### src/rtl/multicycle_control.sv
// Multi-cycle control FSM for the CHARIS datapath.
// Sequences fetch/decode/execute/memory/writeback and counts retirements.
module multicycle_control (
    input  logic        Clk,
    input  logic        Rst_n,
    input  logic [31:0] Instr,
    input  logic        Zero,
    output logic        Instr_LdEn,
    output logic        PC_LdEn,
    output logic        PC_sel,
    output logic        RF_WrEn,
    output logic        RF_WrData_sel,
    output logic        RF_B_sel,
    output logic        ALU_Bin_sel,
    output logic [3:0]  ALU_func,
    output logic        MEM_WrEn,
    output logic        ByteOp,
    output logic        Illegal,
    output logic [31:0] Instr_count
);

    localparam logic [5:0] OP_RTYPE = 6'b100000;
    localparam logic [5:0] OP_LI    = 6'b111000;
    localparam logic [5:0] OP_LUI   = 6'b111001;
    localparam logic [5:0] OP_ADDI  = 6'b110000;
    localparam logic [5:0] OP_ANDI  = 6'b110010;
    localparam logic [5:0] OP_ORI   = 6'b110011;
    localparam logic [5:0] OP_B     = 6'b111111;
    localparam logic [5:0] OP_BEQ   = 6'b000000;
    localparam logic [5:0] OP_BNE   = 6'b000001;
    localparam logic [5:0] OP_LB    = 6'b000011;
    localparam logic [5:0] OP_LW    = 6'b001111;
    localparam logic [5:0] OP_SB    = 6'b000111;
    localparam logic [5:0] OP_SW    = 6'b011111;

    localparam logic [3:0] ALU_ADD  = 4'b0000;
    localparam logic [3:0] ALU_SUB  = 4'b0001;
    localparam logic [3:0] ALU_AND  = 4'b0010;
    localparam logic [3:0] ALU_OR   = 4'b0011;

    typedef enum logic [3:0] {
        S_FETCH,
        S_DECODE,
        S_EXEC_R,
        S_EXEC_I,
        S_WB_ALU,
        S_BRANCH,
        S_MEM_ADDR,
        S_MEM_RD,
        S_WB_MEM,
        S_MEM_WR
    } state_t;

    state_t      state_q;
    state_t      state_d;
    logic [5:0]  opcode_q;
    logic [5:0]  opcode_d;
    logic [5:0]  func_q;
    logic [5:0]  func_d;
    logic [31:0] instr_count_q;
    logic [31:0] instr_count_d;

    logic op_r;
    logic op_imm;
    logic op_br;
    logic op_ld;
    logic op_st;
    logic op_byte;
    logic op_legal;
    logic retire;

    logic       instr_ld;
    logic       pc_ld;
    logic       pc_sel;
    logic       rf_wr;
    logic       rf_wd_sel;
    logic       rf_b_sel;
    logic       alu_bin_sel;
    logic [3:0] alu_func;
    logic       mem_wr;
    logic       byte_op;
    logic       illegal;

    // Opcode classes come only from the latched opcode, never from Instr.
    assign op_r    = (opcode_q == OP_RTYPE);
    assign op_imm  = (opcode_q == OP_LI)   ||
                     (opcode_q == OP_LUI)  ||
                     (opcode_q == OP_ADDI) ||
                     (opcode_q == OP_ANDI) ||
                     (opcode_q == OP_ORI);
    assign op_br   = (opcode_q == OP_B)    ||
                     (opcode_q == OP_BEQ)  ||
                     (opcode_q == OP_BNE);
    assign op_ld   = (opcode_q == OP_LB)   ||
                     (opcode_q == OP_LW);
    assign op_st   = (opcode_q == OP_SB)   ||
                     (opcode_q == OP_SW);
    assign op_byte = (opcode_q == OP_LB)   ||
                     (opcode_q == OP_SB);
    assign op_legal = op_r | op_imm | op_br | op_ld | op_st;

    // Terminal states are where an instruction retires.
    assign retire = (state_q == S_WB_ALU) ||
                    (state_q == S_WB_MEM) ||
                    (state_q == S_BRANCH) ||
                    (state_q == S_MEM_WR);

    // State, latched opcode/func and retire counter, synchronous reset.
    always_ff @(posedge Clk) begin
        if (!Rst_n) begin
            state_q       <= S_FETCH;
            opcode_q      <= 6'd0;
            func_q        <= 6'd0;
            instr_count_q <= 32'd0;
        end else begin
            state_q       <= state_d;
            opcode_q      <= opcode_d;
            func_q        <= func_d;
            instr_count_q <= instr_count_d;
        end
    end

    // Opcode/func capture in FETCH and retirement counting (wraps).
    always_comb begin
        opcode_d      = opcode_q;
        func_d        = func_q;
        instr_count_d = instr_count_q + {31'd0, retire};
        if (state_q == S_FETCH) begin
            opcode_d = Instr[31:26];
            func_d   = Instr[5:0];
        end
    end

    // Next-state sequencing per instruction class.
    always_comb begin
        state_d = state_q;
        unique case (state_q)
            S_FETCH:    state_d = S_DECODE;
            S_DECODE: begin
                unique case (1'b1)
                    op_r:         state_d = S_EXEC_R;
                    op_imm:       state_d = S_EXEC_I;
                    op_br:        state_d = S_BRANCH;
                    op_ld, op_st: state_d = S_MEM_ADDR;
                    default:      state_d = S_FETCH;
                endcase
            end
            S_EXEC_R:   state_d = S_WB_ALU;
            S_EXEC_I:   state_d = S_WB_ALU;
            S_MEM_ADDR: state_d = op_ld ? S_MEM_RD : S_MEM_WR;
            S_MEM_RD:   state_d = S_WB_MEM;
            S_WB_ALU:   state_d = S_FETCH;
            S_WB_MEM:   state_d = S_FETCH;
            S_BRANCH:   state_d = S_FETCH;
            S_MEM_WR:   state_d = S_FETCH;
            default:    state_d = S_FETCH;
        endcase
    end

    // Datapath controls decoded from state and latched opcode/func.
    always_comb begin
        instr_ld    = 1'b0;
        pc_ld       = retire;
        pc_sel      = 1'b0;
        rf_wr       = 1'b0;
        rf_wd_sel   = 1'b0;
        rf_b_sel    = 1'b0;
        alu_bin_sel = 1'b0;
        alu_func    = ALU_ADD;
        mem_wr      = 1'b0;
        byte_op     = 1'b0;
        illegal     = 1'b0;
        unique case (state_q)
            S_FETCH: begin
                instr_ld = 1'b1;
            end
            S_DECODE: begin
                rf_b_sel = ~op_r;
                if (!op_legal) begin
                    illegal = 1'b1;
                    pc_ld   = 1'b1;
                end
            end
            S_EXEC_R, S_EXEC_I, S_WB_ALU: begin
                rf_wr     = (state_q == S_WB_ALU);
                rf_wd_sel = 1'b0;
                if (op_r) begin
                    alu_func    = func_q[3:0];
                    alu_bin_sel = 1'b0;
                    rf_b_sel    = 1'b0;
                end else begin
                    alu_bin_sel = 1'b1;
                    if (opcode_q == OP_ANDI) begin
                        alu_func = ALU_AND;
                    end else if (opcode_q == OP_ORI) begin
                        alu_func = ALU_OR;
                    end
                end
            end
            S_MEM_ADDR, S_MEM_RD, S_MEM_WR, S_WB_MEM: begin
                alu_bin_sel = 1'b1;
                rf_b_sel    = 1'b1;
                byte_op     = op_byte;
                mem_wr      = (state_q == S_MEM_WR);
                rf_wr       = (state_q == S_WB_MEM);
                rf_wd_sel   = (state_q == S_WB_MEM);
            end
            S_BRANCH: begin
                rf_b_sel = 1'b1;
                alu_func = ALU_SUB;
                if (opcode_q == OP_B) begin
                    pc_sel = 1'b1;
                end else if (opcode_q == OP_BEQ) begin
                    pc_sel = Zero;
                end else if (opcode_q == OP_BNE) begin
                    pc_sel = ~Zero;
                end
            end
            default: begin
                pc_ld = 1'b0;
            end
        endcase
    end

    // Reset low squashes every write/enable so an aborted op has no effect.
    assign Instr_LdEn    = Rst_n & instr_ld;
    assign PC_LdEn       = Rst_n & pc_ld;
    assign PC_sel        = Rst_n & pc_sel;
    assign RF_WrEn       = Rst_n & rf_wr;
    assign MEM_WrEn      = Rst_n & mem_wr;
    assign Illegal       = Rst_n & illegal;
    assign ALU_func      = Rst_n ? alu_func : 4'b0000;
    assign RF_WrData_sel = rf_wd_sel;
    assign RF_B_sel      = rf_b_sel;
    assign ALU_Bin_sel   = alu_bin_sel;
    assign ByteOp        = byte_op;
    assign Instr_count   = instr_count_q;

endmodule

### config.mk
export PLATFORM = sky130hd
export DESIGN_NAME = multicycle_control
export DESIGN_NICKNAME = d
export VERILOG_FILES = /design/src/rtl/multicycle_control.sv
export SDC_FILE = /design/constraint.sdc
export NUM_CORES = 1
export LEC_CHECK = 0
export ABC_CLOCK_PERIOD_IN_PS = 7040
export BUFFER_PORTS_ARGS = -buffer_cell sky130_fd_sc_hd__buf_4
export CAP_MARGIN = 20
export CORE_AREA = 2 2 71 73
export CTS_CLUSTER_SIZE = 10
export DETAILED_ROUTE_END_ITERATION = 12
export DIE_AREA = 0 0 73 75
export PLACE_DENSITY = 0.83
export SYNTH_ARGS = -nofsm -noshare
export SYNTH_HDL_FRONTEND = slang
export SYNTH_SLANG_ARGS = --single-unit
### constraint.sdc
create_clock -name Clk -period 7.04 [get_ports Clk]
set_clock_uncertainty 0.2 [all_clocks]
set_input_delay 0.704 -clock Clk [delete_from_list [all_inputs] [get_ports Clk]]
set_output_delay 0.704 -clock Clk [all_outputs]
set_load 0.005 [all_outputs]
==> reports/results.ini, run 1 <==
[synthesis]
synth_top_family_by_area = simple AND/OR/NAND/NOR gates
ys_seq_elements = 46
synthXorXnorAreaFrac = 0.110
ys_seq_area_frac = 0.372
synth_simple_gate_area_frac = 0.373
synthMuxAreaShare = 0
synth-edff-count = 0
synth-adder-area-share = 0.0101
synth_area_per_cell_um2 = 8.05
synthTopCellsByArea = dfxtp_1 (37%), and2_1 (9.3%), xnor2_1 (6.7%)
synth_top_area_frac = 0.372
synthFlopType = dfxtp_1
synth_largest_area_cell = dfxtp_1
yosys.cell_count.top_type = dfxtp_1
syn_inst = 308
synth.top_cells.by_count = dfxtp_1 (46), nand2_1 (41), and2_1 (37)
ys_warn_count = 0
ys_types = 40
synth_nets = 345
syn_area_mm2 = 0.00248
synth_compound_area_frac = 0.101
async_flop_share = 0

[die]
die_x_um = 73
core.rowCount = 25
io_pins = 81
die_y_um = 75
fp.dieArea_mm2 = 0.00548
initial_core_util = 0.532
core_mm2 = 0.00466

[clocking]
cts_inserted_buffers = 5
clock_latency_ns = 0.29
postCtsSetupBuffers = 0
cts_sinks = 46
clock_path_buffers = 2
cts_htree_levels = 2
holdBufCountCts = 0
cts_tree = yes
cts_root_buf = clkbuf_8
cts_resized = 0
path_clk_slew_ns = 0.08

[setup_path]
crit_path_start_kind = flop
critPathKind = flop to primary output
critPathLaunch = opcode_q[4]
rr_endpoint = Instr_count[28]
rr_worst_depth = 9
cp.required_ns = 6.14
crit_path_end_kind = primary output
crit_arrival_ns = 2.22
worstReg2RegStart = state_q[2]
rrSetupSlack_ns = 4.24
crit_fanout = 15

[drt]
viasPerCell = 5.53
num_vias = 2271
route.detailed.drc = 0
drtIter0Drc = 167
first_pass_iters = 4
postRouteAntennaNets = 0
routedWlPerCell_um = 13.7
routed_wl_mm = 5.61

[timing]
final_max_slew_viol_count = 0
period_needed_ns = 3.12
worstMarginPinSlew_ns = 0.499
fin_hold_ws_ns = 0.268
setup_ws_ns = 3.92
fmax_ghz = 0.321
post-route-period-util = 0.443
finalSetupViolCount = 0
slew_headroom = 0.667
tns_ns = 0
finalHoldViolations = 0
rsz0062_at_grt = false

[grt]
grt_start_max_net_pins = 48
grt_pass1_vias = 2117
track_usage = 0.218
grt_pass1_wl_mm = 9.43
antenna_found_initial = 0
overflow = 0

[place]
gp_congestion = 0.966
pre_cts_slack_ns = 4.25
port_buffers = 58
post-dp-hpwl_mm = 4.06
dp_cells = 404

[final_layout]
utilization = 0.643
n_antenna_cell = 0
multi_input_area_mm2 = 0.00147
instances_no_fill = 411
ff_latch_area_um2 = 921
nets = 394
fill_cells = 416
area_delta_synth_final_pct = 20.9
drive_above_1_share = 0.188

[status]
outcome = complete, no violations

[power]
max-vdd-ir-drop_uv = 137
power.leakage_nw = 1.32
p_per_area_mw_per_mm2 = 183

[min_path]
hold_class = flop to flop
holdCritStartpoint = func_q[1]
hold_path_depth = 2
min_delay_worst_endpoint = func_q[1]

[job]
maxCapViolCount = 0

where the power goes:
part	internal (mW)	switching, mW
Clock	0.0685	0.0826
Sequential	0.272	0.0233
Combinational	0.0463	0.0557
Total	0.386	0.162
flip-flops by register name (all words and copies together) (netlist names):
name,flops
func_q,4
state_q,4
Instr_count,32
opcode_q,6
per-stage QoR:
stage / area (um2) / power, mW
finish: 3000 / 0.548
global route: 3000 / 0.574
CTS: 3000 / 0.551
detailed placement: 2920 / 0.402
global placement: 2920 / 0.399
floorplan: 2480 / 0.365
worst max-delay path by stage:
stage                           end  slack [ns]  cells after the start
floorplan           Instr_count[26]        4.62                     10
global placement        ALU_func[0]        4.26                      4
detailed placement  Instr_count[28]        4.25                      9
CTS                          PC_sel        3.93                      6
global route                 PC_sel        3.81                      6
finish                       PC_sel        3.92                      6
cell usage in the layout (no fill, tap or decap), types with 11 or more instances in the layout:
cell type | netlist | routed
buf_4 | 0 | 59
nor2_1 | 17 | 17
xnor2_1 | 19 | 19
a21boi_0 | 11 | 11
nand2_1 | 41 | 41
and2_1 | 37 | 37
and3_1 | 14 | 14
nand3_1 | 19 | 19
dfxtp_1 | 46 | 46
xor2_1 | 12 | 12
critical path, cell delays in order, from the launching register on:
cell and delay [ns]:
dfxtp_1 0.44, or2_0 0.27, or4_4 0.43, nor3b_1 0.21, a21oi_1 0.09, nor4_1 0.30, buf_4 0.17
area by class of cell:
cell class,count,share of cell area
Multi-Input combinational cell,240,0.491
Sequential cell,46,0.307
Timing Repair Buffer,59,0.148
Clock buffer,7,0.0255
Tap cell,54,0.0225
Inverter,5,0.00626
metal layers:
layer  wire (um)  up-vias  part of all wire  global-route usage
met4         151        0             0.027              0.0947
met3         333       15             0.059              0.0495
li1            -     1153                 -                   -
met5           0        -                 0                   0
met1        2400     1033              0.43               0.266
met2        2730       70              0.49               0.369
logic make-up after synthesis:
family / after synthesis
AND/OR/NAND/NOR: 170
flip-flops: 46
AO/OA/AOI/OAI: 37
XOR/XNOR: 31
buffers and inverters: 22
adder cells (fa/ha/maj): 2
No activity file was read; power rests on OpenSTA's default activity.
==> inputs of run 2 (changes only) <==
==> config.mk (replaced) <==
export PLATFORM = sky130hd
export DESIGN_NAME = multicycle_control
export DESIGN_NICKNAME = d
export VERILOG_FILES = /design/src/rtl/multicycle_control.sv
export SDC_FILE = /design/constraint.sdc
export NUM_CORES = 1
export LEC_CHECK = 0
export ABC_CLOCK_PERIOD_IN_PS = 2990
export BUFFER_PORTS_ARGS = -buffer_cell sky130_fd_sc_hd__buf_4
export CAP_MARGIN = 20
export CORE_AREA = 2 2 73 75
export CTS_CLUSTER_SIZE = 10
export DETAILED_ROUTE_END_ITERATION = 12
export DIE_AREA = 0 0 75 77
export PLACE_DENSITY = 0.79
export SYNTH_ARGS = -nofsm -noshare
export SYNTH_HDL_FRONTEND = slang
export SYNTH_SLANG_ARGS = --single-unit
==> constraint.sdc (replaced) <==
create_clock -name Clk -period 2.99 [get_ports Clk]
set_clock_uncertainty 0.2 [all_clocks]
set_input_delay 0.299 -clock Clk [delete_from_list [all_inputs] [get_ports Clk]]
set_output_delay 0.299 -clock Clk [all_outputs]
set_load 0.005 [all_outputs]
==> run 2 against run 1 <==
  * Sequential share of layout area shrank 0.87 points
  * Highest routed layer unchanged
  * Worst hold slack worse by 0.22 ns
  * Design area up 2.9%
  * Worst setup slack worse by 3.6 ns
  * First-iteration DRC count is 1.2% lower
  * Largest power group unchanged
  * Sequential power up 130%
==> reports/results.ini, run 2 (synthesis results as in run 1) <==
[drt]
postRouteAntennaNets = 0  ; unchanged
route.detailed.drc = 0  ; unchanged
routedWlPerCell_um = 12.9  ; was 13.7 um
viasPerCell = 5.26  ; was 5.53
first_pass_iters = 4  ; unchanged
drtIter0Drc = 165  ; was 167
routed_wl_mm = 5.57  ; was 5.61 mm
num_vias = 2272  ; was 2271

[die]
initial_core_util = 0.498  ; was 0.532
core.rowCount = 26  ; was 25
die_x_um = 75  ; was 73 um
core_mm2 = 0.00498  ; was 0.00466 mm2
die_y_um = 77  ; was 75 um
io_pins = 81  ; unchanged
fp.dieArea_mm2 = 0.00578  ; was 0.00548 mm2

[min_path]
hold_path_depth = 3  ; was 2
holdCritStartpoint = Instr[31]  ; was func_q[1]
hold_class = input pin to flop  ; was flop to flop

[grt]
track_usage = 0.203  ; was 0.218
grt_pass1_vias = 2137  ; was 2117
grt_pass1_wl_mm = 9.48  ; was 9.43 mm
antenna_found_initial = 0  ; unchanged
grt_start_max_net_pins = 48  ; unchanged
overflow = 0  ; unchanged

[setup_path]
worstReg2RegStart = state_q[3]  ; was state_q[2]
crit_fanout = 15  ; unchanged
critPathLaunch = opcode_q[4]  ; unchanged
critPathKind = flop to primary output  ; unchanged
cp.required_ns = 2.49  ; was 6.14 ns
crit_path_start_kind = flop  ; unchanged
crit_arrival_ns = 2.22  ; about the same
rrSetupSlack_ns = 0.50  ; was 4.24 ns
rr_endpoint = Instr_count[28]  ; unchanged
rr_worst_depth = 9  ; unchanged
setup.worst_path.end = PC_sel  ; unchanged
crit_path_end_kind = primary output  ; unchanged

[place]
pre_cts_slack_ns = 0.514  ; was 4.25 ns
gp_congestion = 0.891  ; was 0.966
post-dp-hpwl_mm = 4.07  ; was 4.06 mm
port_buffers = 58  ; unchanged

[clocking]
cts_inserted_buffers = 5  ; unchanged
cts_root_buf = clkbuf_8  ; unchanged
holdBufCountCts = 0  ; unchanged
clock_latency_ns = 0.30  ; was 0.29 ns
cts_resized = 0  ; unchanged
cts_tree = yes  ; unchanged
cts_htree_levels = 2  ; unchanged
cts_sinks = 46  ; unchanged
clock_path_buffers = 2  ; unchanged
postCtsSetupBuffers = 0  ; unchanged
path_clk_slew_ns = 0.09  ; was 0.08 ns

[power]
power.leakage_nw = 1.35  ; was 1.32 nW
p_per_area_mw_per_mm2 = 452  ; was 183 mW/mm2
max-vdd-ir-drop_uv = 397  ; was 137 uV

[final_layout]
mostFrequentLayoutCells = buf_4 (63), dfxtp_1 (46), nand2_1 (41)  ; was buf_4 (59), dfxtp_1 (46), nand2_1 (41)
largest_register_ffs = 32  ; unchanged
n_antenna_cell = 0  ; unchanged
nets = 398  ; was 394
drive_above_1_share = 0.204  ; was 0.188
utilization = 0.620  ; was 0.643
area_delta_synth_final_pct = 24.5  ; was 20.9%
layout_commonest_cell = buf_4  ; unchanged
fill_cells = 464  ; was 416

[timing]
finalSetupViolCount = 0  ; unchanged
fin_hold_ws_ns = 0.0519  ; was 0.268 ns
fmax_ghz = 0.368
period_needed_ns = 2.72
rsz0062_at_grt = false  ; unchanged
slew_headroom = 0.667  ; about the same
final_max_slew_viol_count = 0  ; unchanged
setup_ws_ns = 0.270  ; was 3.92 ns
tns_ns = 0  ; unchanged
finalHoldViolations = 0  ; unchanged
worstMarginPinSlew_ns = 0.498  ; was 0.499 ns
post-route-period-util = 0.910

[job]
maxCapViolCount = 0  ; unchanged

[status]
outcome = complete, no violations  ; unchanged

==> run 2: cell count changes in the layout (fill, tap and decap cells not counted), sizes merged <==
cell	delta
bufinv	+1
clkinvlp	+2
clkbuf	-2
buf	+4
==> run 2: metal layers <==
layer	vias to the layer above	share of wire	track usage
met5	-	0	0
li1	1159	-	-
met3	11	0.065	0.0460
met4	0	0.020	0.0625
met2	72	0.48	0.337
met1	1030	0.43	0.258
==> run 2: worst max-delay path: stages, from the launching register on <==
cell and delay, ns:
dfxtp_1 0.46, or2_0 0.28, or4_4 0.44, nor3b_1 0.20
a21oi_1 0.08, nor4_1 0.30, buf_4 0.17
==> run 2: where the power goes <==
part | internal, mW | switching (mW) | leakage [nW] | total [mW]
Combinational | 0.114 | 0.140 | 0.930 | 0.254
Sequential | 0.640 | 0.0419 | 0.373 | 0.682
Clock | 0.249 | 0.212 | 0.0504 | 0.461
Total | 1.00 | 0.393 | 1.35 | 1.40
==> run 2: area by class of cell <==
class | count | area (um2) | area share
clock buffer | 5 | 68.8 | 0.0223
clock inverter | 3 | 45.0 | 0.0146
inverter | 5 | 18.8 | 0.00608
multi-input combinational | 240 | 1470 | 0.477
sequential | 46 | 921 | 0.298
tap | 70 | 87.6 | 0.0284
timing repair buffer | 63 | 473 | 0.153
==> run 2: worst min path at each step <==
stage,end,slack [ns]
5_1_grt,opcode_q[2],0.06
3_5_place_dp,func_q[1],0.26
6_report,opcode_q[5],0.05
3_3_place_gp,func_q[1],0.25
4_1_cts,opcode_q[3],0.05
2_1_floorplan,func_q[3],0.24
==> run 2: stage by stage <==
stage | area [um2] | instances | total power [mW]
detailed placement | 2970 | 424 | 0.951
global placement | 2970 | 424 | 0.947
CTS | 3090 | 432 | 1.41
finish | 3090 | 432 | 1.40
global route | 3090 | 432 | 1.47
floorplan | 2480 | 308 | 0.860
